`config.mk`:
```
export PLATFORM = sky130hd
export DESIGN_NAME = fifo_wr_arbiter
export DESIGN_NICKNAME = d
export VERILOG_FILES = /design/src/rtl/fifo_wr_arbiter.sv
export SDC_FILE = /design/constraint.sdc
export NUM_CORES = 1
export LEC_CHECK = 0
export BUFFER_PORTS_ARGS = -buffer_cell sky130_fd_sc_hd__buf_2
export CAP_MARGIN = 20
export CORE_ASPECT_RATIO = 0.9
export CORE_MARGIN = 8
export CORE_UTILIZATION = 46
export CTS_CLUSTER_SIZE = 16
export DETAILED_ROUTE_END_ITERATION = 12
export GPL_TIMING_DRIVEN = 0
export PLACE_DENSITY_LB_ADDON = 0.25
export SLEW_MARGIN = 20
export SYNTH_ARGS = -nofsm -noshare
export SYNTH_HDL_FRONTEND = slang
export SYNTH_HIERARCHICAL = 1
export SYNTH_SLANG_ARGS = --single-unit
```
`constraint.sdc`:
```
create_clock -name clk0 -period 2.5 [get_ports clk0]
set_input_delay 0.125 -clock clk0 [delete_from_list [all_inputs] [get_ports clk0]]
set_output_delay 0.125 -clock clk0 [all_outputs]
set_load 0.05 [all_outputs]
```
`src/rtl/fifo_wr_arbiter.sv`:
```
// fifo_wr_arbiter
//   Round-robin, packet-locked arbiter sharing one FIFO write port among
//   NREQ requesters. A grant is held until the owner's end-of-packet word
//   (bit DW-1) is written, or until MAXLEN words have been written, in which
//   case the packet is forcibly released and err_overlen pulses.
// Ports:
//   clk0, rst        write-domain clock, async active-high reset
//   req_valid/data   per-requester word offer (data packed at [i*DW +: DW])
//   req_ready        per-requester accept (combinational)
//   readyin          FIFO backpressure
//   we, datain       FIFO write port (combinational)
//   grant            registered one-hot grant, zero when idle
//   err_overlen      one-cycle pulse on forced release
//   pkt_done         one-cycle pulse on normal end of packet

// Per-requester slice: gates ready/transfer/data by this lane's grant bit.
module fifo_wr_arbiter_lane #(
  parameter int DW = 9
) (
  input  logic          gnt,
  input  logic          valid,
  input  logic          readyin,
  input  logic [DW-1:0] data,
  output logic          ready,
  output logic          xfer,
  output logic [DW-1:0] data_out
);
  assign ready    = gnt & readyin;
  assign xfer     = gnt & valid & readyin;
  assign data_out = gnt ? data : '0;
endmodule

module fifo_wr_arbiter #(
  parameter int NREQ   = 4,
  parameter int DW     = 9,
  parameter int MAXLEN = 64
) (
  input  logic               clk0,
  input  logic               rst,
  input  logic [NREQ-1:0]    req_valid,
  input  logic [NREQ*DW-1:0] req_data,
  output logic [NREQ-1:0]    req_ready,
  input  logic               readyin,
  output logic               we,
  output logic [DW-1:0]      datain,
  output logic [NREQ-1:0]    grant,
  output logic               err_overlen,
  output logic               pkt_done
);
  localparam int PW = $clog2(NREQ);
  localparam int CW = $clog2(MAXLEN) + 1;

  typedef enum logic {IDLE, LOCK} state_t;

  state_t                     state, state_n;
  logic [NREQ-1:0]            grant_n;
  logic [PW-1:0]              gidx, gidx_n, rr_ptr, rr_n, pick;
  logic [CW-1:0]              wcnt, wcnt_n, wcnt_inc;
  logic                       done_n, ovl_n, found, last;
  logic [NREQ-1:0]            lane_xfer;
  logic [NREQ-1:0][DW-1:0]    lane_data;

  // Grant is all-zero outside LOCK, so the lanes alone keep the port quiet
  // while idle.
  for (genvar i = 0; i < NREQ; i++) begin : g_lane
    fifo_wr_arbiter_lane #(.DW(DW)) u_lane (
      .gnt      (grant[i]),
      .valid    (req_valid[i]),
      .readyin  (readyin),
      .data     (req_data[i*DW +: DW]),
      .ready    (req_ready[i]),
      .xfer     (lane_xfer[i]),
      .data_out (lane_data[i])
    );
  end

  always_comb begin
    datain = '0;
    for (int i = 0; i < NREQ; i++) datain = datain | lane_data[i];
  end

  assign we       = |lane_xfer;
  assign last     = datain[DW-1];
  assign wcnt_inc = wcnt + CW'(1);

  // First valid requester at or after rr_ptr, wrapping.
  always_comb begin
    pick  = '0;
    found = 1'b0;
    for (int k = 0; k < NREQ; k++) begin
      if (!found && req_valid[(int'(rr_ptr) + k) % NREQ]) begin
        pick  = PW'((int'(rr_ptr) + k) % NREQ);
        found = 1'b1;
      end
    end
  end

  always_comb begin
    state_n = state;
    grant_n = grant;
    gidx_n  = gidx;
    rr_n    = rr_ptr;
    wcnt_n  = wcnt;
    done_n  = 1'b0;
    ovl_n   = 1'b0;
    case (state)
      IDLE: begin
        if (found) begin
          grant_n = NREQ'(1) << pick;
          gidx_n  = pick;
          wcnt_n  = '0;
          state_n = LOCK;
        end
      end
      LOCK: begin
        if (we) begin
          wcnt_n = wcnt_inc;
          // Last flag wins over the length limit when both hit together.
          if (last || wcnt_inc == CW'(MAXLEN)) begin
            done_n  = last;
            ovl_n   = !last;
            state_n = IDLE;
            grant_n = '0;
            rr_n    = (gidx == PW'(NREQ-1)) ? '0 : gidx + PW'(1);
          end
        end
      end
      default: state_n = IDLE;
    endcase
  end

  always_ff @(posedge clk0 or posedge rst) begin
    if (rst) begin
      state       <= IDLE;
      grant       <= '0;
      gidx        <= '0;
      rr_ptr      <= '0;
      wcnt        <= '0;
      pkt_done    <= 1'b0;
      err_overlen <= 1'b0;
    end else begin
      state       <= state_n;
      grant       <= grant_n;
      gidx        <= gidx_n;
      rr_ptr      <= rr_n;
      wcnt        <= wcnt_n;
      pkt_done    <= done_n;
      err_overlen <= ovl_n;
    end
  end
endmodule

```
==> reports/summary.txt <==
Status -> finished clean
Peak supply drop -> 0.555 mV
Net Count, Synth -> 194
Count of unique library cells instantiated by Yosys -> 42
Tot GR Track Use -> 0.153
Vias per cell -> 5.32
Clock transition at path regs -> 0.10 ns
Final Util -> 0.633
R2R cell count -> 6
H-tree depth -> 1
Antenna diodes -> 0
CP Cell Sequence -> buf_6 -> and2_1 -> nor4_4 -> inv_1 -> buf_2
Register Area -> 450 um^2
DP Wirelength -> 3.15 mm
Pre-Repair DR Iteration Count -> 4
Cells after DPL -> 251
Row count -> 18
Max Slew Vio Count -> 0
Fill cells -> 238
Final hold viol count -> 0
Die outline height -> 67.6 um
Vias post-DR -> 1356
Setup crit end kind -> primary output
Area after DPL -> 0.00172 mm^2
Die area -> 0.00495 mm^2
Number of antenna violations at the first check in global routing -> 0
Synthesized flop and latch total -> 18
Number of global-route vias before repair -> 1316
CP startpoint kind -> flop
WL per Instance -> 15.3 um
Worst R2R Setup Slack -> 0.62 ns
Register area share after synthesis -> 0.331
Gr ovfl total -> 0
Post-route antenna net violation count -> 0
Clk_lat worst skew -> 0.30 ns
Max-slew headroom -> 0.548
PortBufs -> 62
R2R Path End -> rr_ptr[1]$_DFFE_PP0P_
Maxcap violations -> 0
Largest delay contributor family on the critical path -> simple AND/OR/NAND/NOR gates
Mapped Cells -> 149
Iter 0 DRT Violations -> 42
Crit path arrival time -> 1.80 ns
Sink Count -> 18
WP depth -> 5
Number of clock buffers inserted by TritonCTS -> 3
WL final -> 3.89 mm
PD cells -> 1130 mW/mm^2
First-pass GRT wire length -> 6.08 mm
Tmin final -> 1.93 ns
GPL Wtd Cong -> 0.850
Design area -> 0.00175 mm^2
YS warnings -> 6
Critical path peak fanout -> 10
Starting density of the core -> 0.491
Num ports -> 63
Nets -> 262
Clock Tree Buf Depth -> 2
Hold EP -> state$_DFF_PP0_
Setup-failing EPs final -> 0
Asr flop ratio synth -> 1.00
Total negative slack -> 0 ns
Hold crit path type -> in2reg
Core area -> 0.00277 mm^2
Die width -> 73.3 um
Commonest non-fill, non-tap cell in the layout -> buf_2
Crit path kind -> reg2out
Tcrit/Tclk final -> 0.771
P&R area growth vs syn -> 28.9%
Drt drc -> 0
WP buf/inv -> 3
Critical R2R Launch -> wcnt[0]$_DFFE_PP0P_
Hold Crit Depth -> 3
Fmax -> 519 MHz
CTS tree -> yes
Leak Pwr -> 0.000949 uW
Critical path data required time -> 2.38 ns
Layout cells sized above 1 -> 0.405
Most frequent cells in the layout -> buf_2, and2_1, dfrtp_1, nand2_1, or4_1
Crit-path slowest cell -> dfrtp_1
Final cell count without fillers -> 255
Top FF cell, synth -> dfrtp_1
Area of the multi-input gates -> 850 um^2
RSZ-0062 raised after global routing -> no
HP Start -> req_valid[3]
Mapped cell area -> 0.00136 mm^2
Largest net degree at the start of global routing -> 19
Crit path largest cell delay -> 0.43 ns
Slew @ Worst Pin -> 0.677 ns
Clock skew -> 0.00372 ns
EDFF count, synth -> 0
Root buffer cell -> clkbuf_4
Total power -> 1980 uW
Syn avg cell area -> 9.13 um^2
[worst max path at each step]
stage / endpoint / start / slack [ns]
final: datain[8] / grant[1]$_DFFE_PP0P_ / 0.57
after global routing: rr_ptr[1]$_DFFE_PP0P_ / wcnt[0]$_DFFE_PP0P_ / 0.45
after CTS: datain[8] / grant[1]$_DFFE_PP0P_ / 0.55
after detailed placement: rr_ptr[1]$_DFFE_PP0P_ / grant[1]$_DFFE_PP0P_ / 0.64
after global placement: rr_ptr[0]$_DFFE_PP0P_ / grant[1]$_DFFE_PP0P_ / 0.66
after floorplan: rr_ptr[0]$_DFFE_PP0P_ / grant[1]$_DFFE_PP0P_ / 0.36
[cell families (layout without fill, tap and decap cells)]
group	Yosys count	count (layout)	synth area share
AOI/OAI and AO/OA	25	25	0.143
xor gates and xnor gates	1	1	0.00644
adders and majority gates	2	2	0.0184
buffers and inverters	8	74	0.0442
DFF	18	18	0.331
muxes	3	3	0.0304
and+or+nand+nor	92	92	0.427
[repair_timing]
action                    in CTS  in global routing
hold buffers                   1                  0
resized for setup              0                  0
hold endpoints to repair      18                  0
setup buffers                  0                  0
[state kept, by name, indices dropped and copies added (netlist names)]
signal	count
grant	4
gidx	2
err_overlen	1
state	1
wcnt	7
rr_ptr	2
pkt_done	1
[routing by layer]
layer / global-route usage / up-vias / wire length, um
li1: - / 663 / -
met1: 0.174 / 638 / 1560
met2: 0.268 / 50 / 1920
met3: 0.0414 / 5 / 364
met4: 0.0597 / 0 / 51
met5: 0 / - / 0
[worst min-delay path, stage by stage]
cell and delay, ns:
buf_2 0.11, nor4_2 0.07, a21oi_1 0.16
[area by class of cell]
type / instances / share of cell area
well taps: 40 / 0.0286
inverters: 4 / 0.00857
repair buffers: 63 / 0.183
multi-input cells: 123 / 0.485
clock buffers: 3 / 0.0128
plain buffers: 4 / 0.0257
flip-flops and latches: 18 / 0.257
[through the flow]
step	setup WS, ns	hold slack (ns)
floorplan	0.359	0.0636
finish	0.574	0.211
global placement	0.656	0.242
CTS	0.550	0.211
global route	0.451	0.230
detailed placement	0.636	0.257
[power by group]
part	total [uW]	switching (uW)	internal, uW
registers	494	111	382
logic	1340	887	457
clock network	145	89.0	56.2
[cells in the mapped netlist, types with 2 or more instances]
cell        n  area (um^2)
nor2_1      6         22.5
inv_1       4         15.0
buf_6       4         45.0
a21oi_1     4         20.0
and3_1      5         31.3
ha_1        2         25.0
or4_1       8         60.1
and2_1     40          250
dfrtp_1    18          450
o31ai_1     2         15.0
nand3_1     2         10.0
mux2_4      2         30.0
o21ai_1     6         30.0
o2bb2ai_1   2         17.5
nand2_1    13         48.8
nor3_1      5         25.0
No activity file was read; power rests on OpenSTA's default activity.
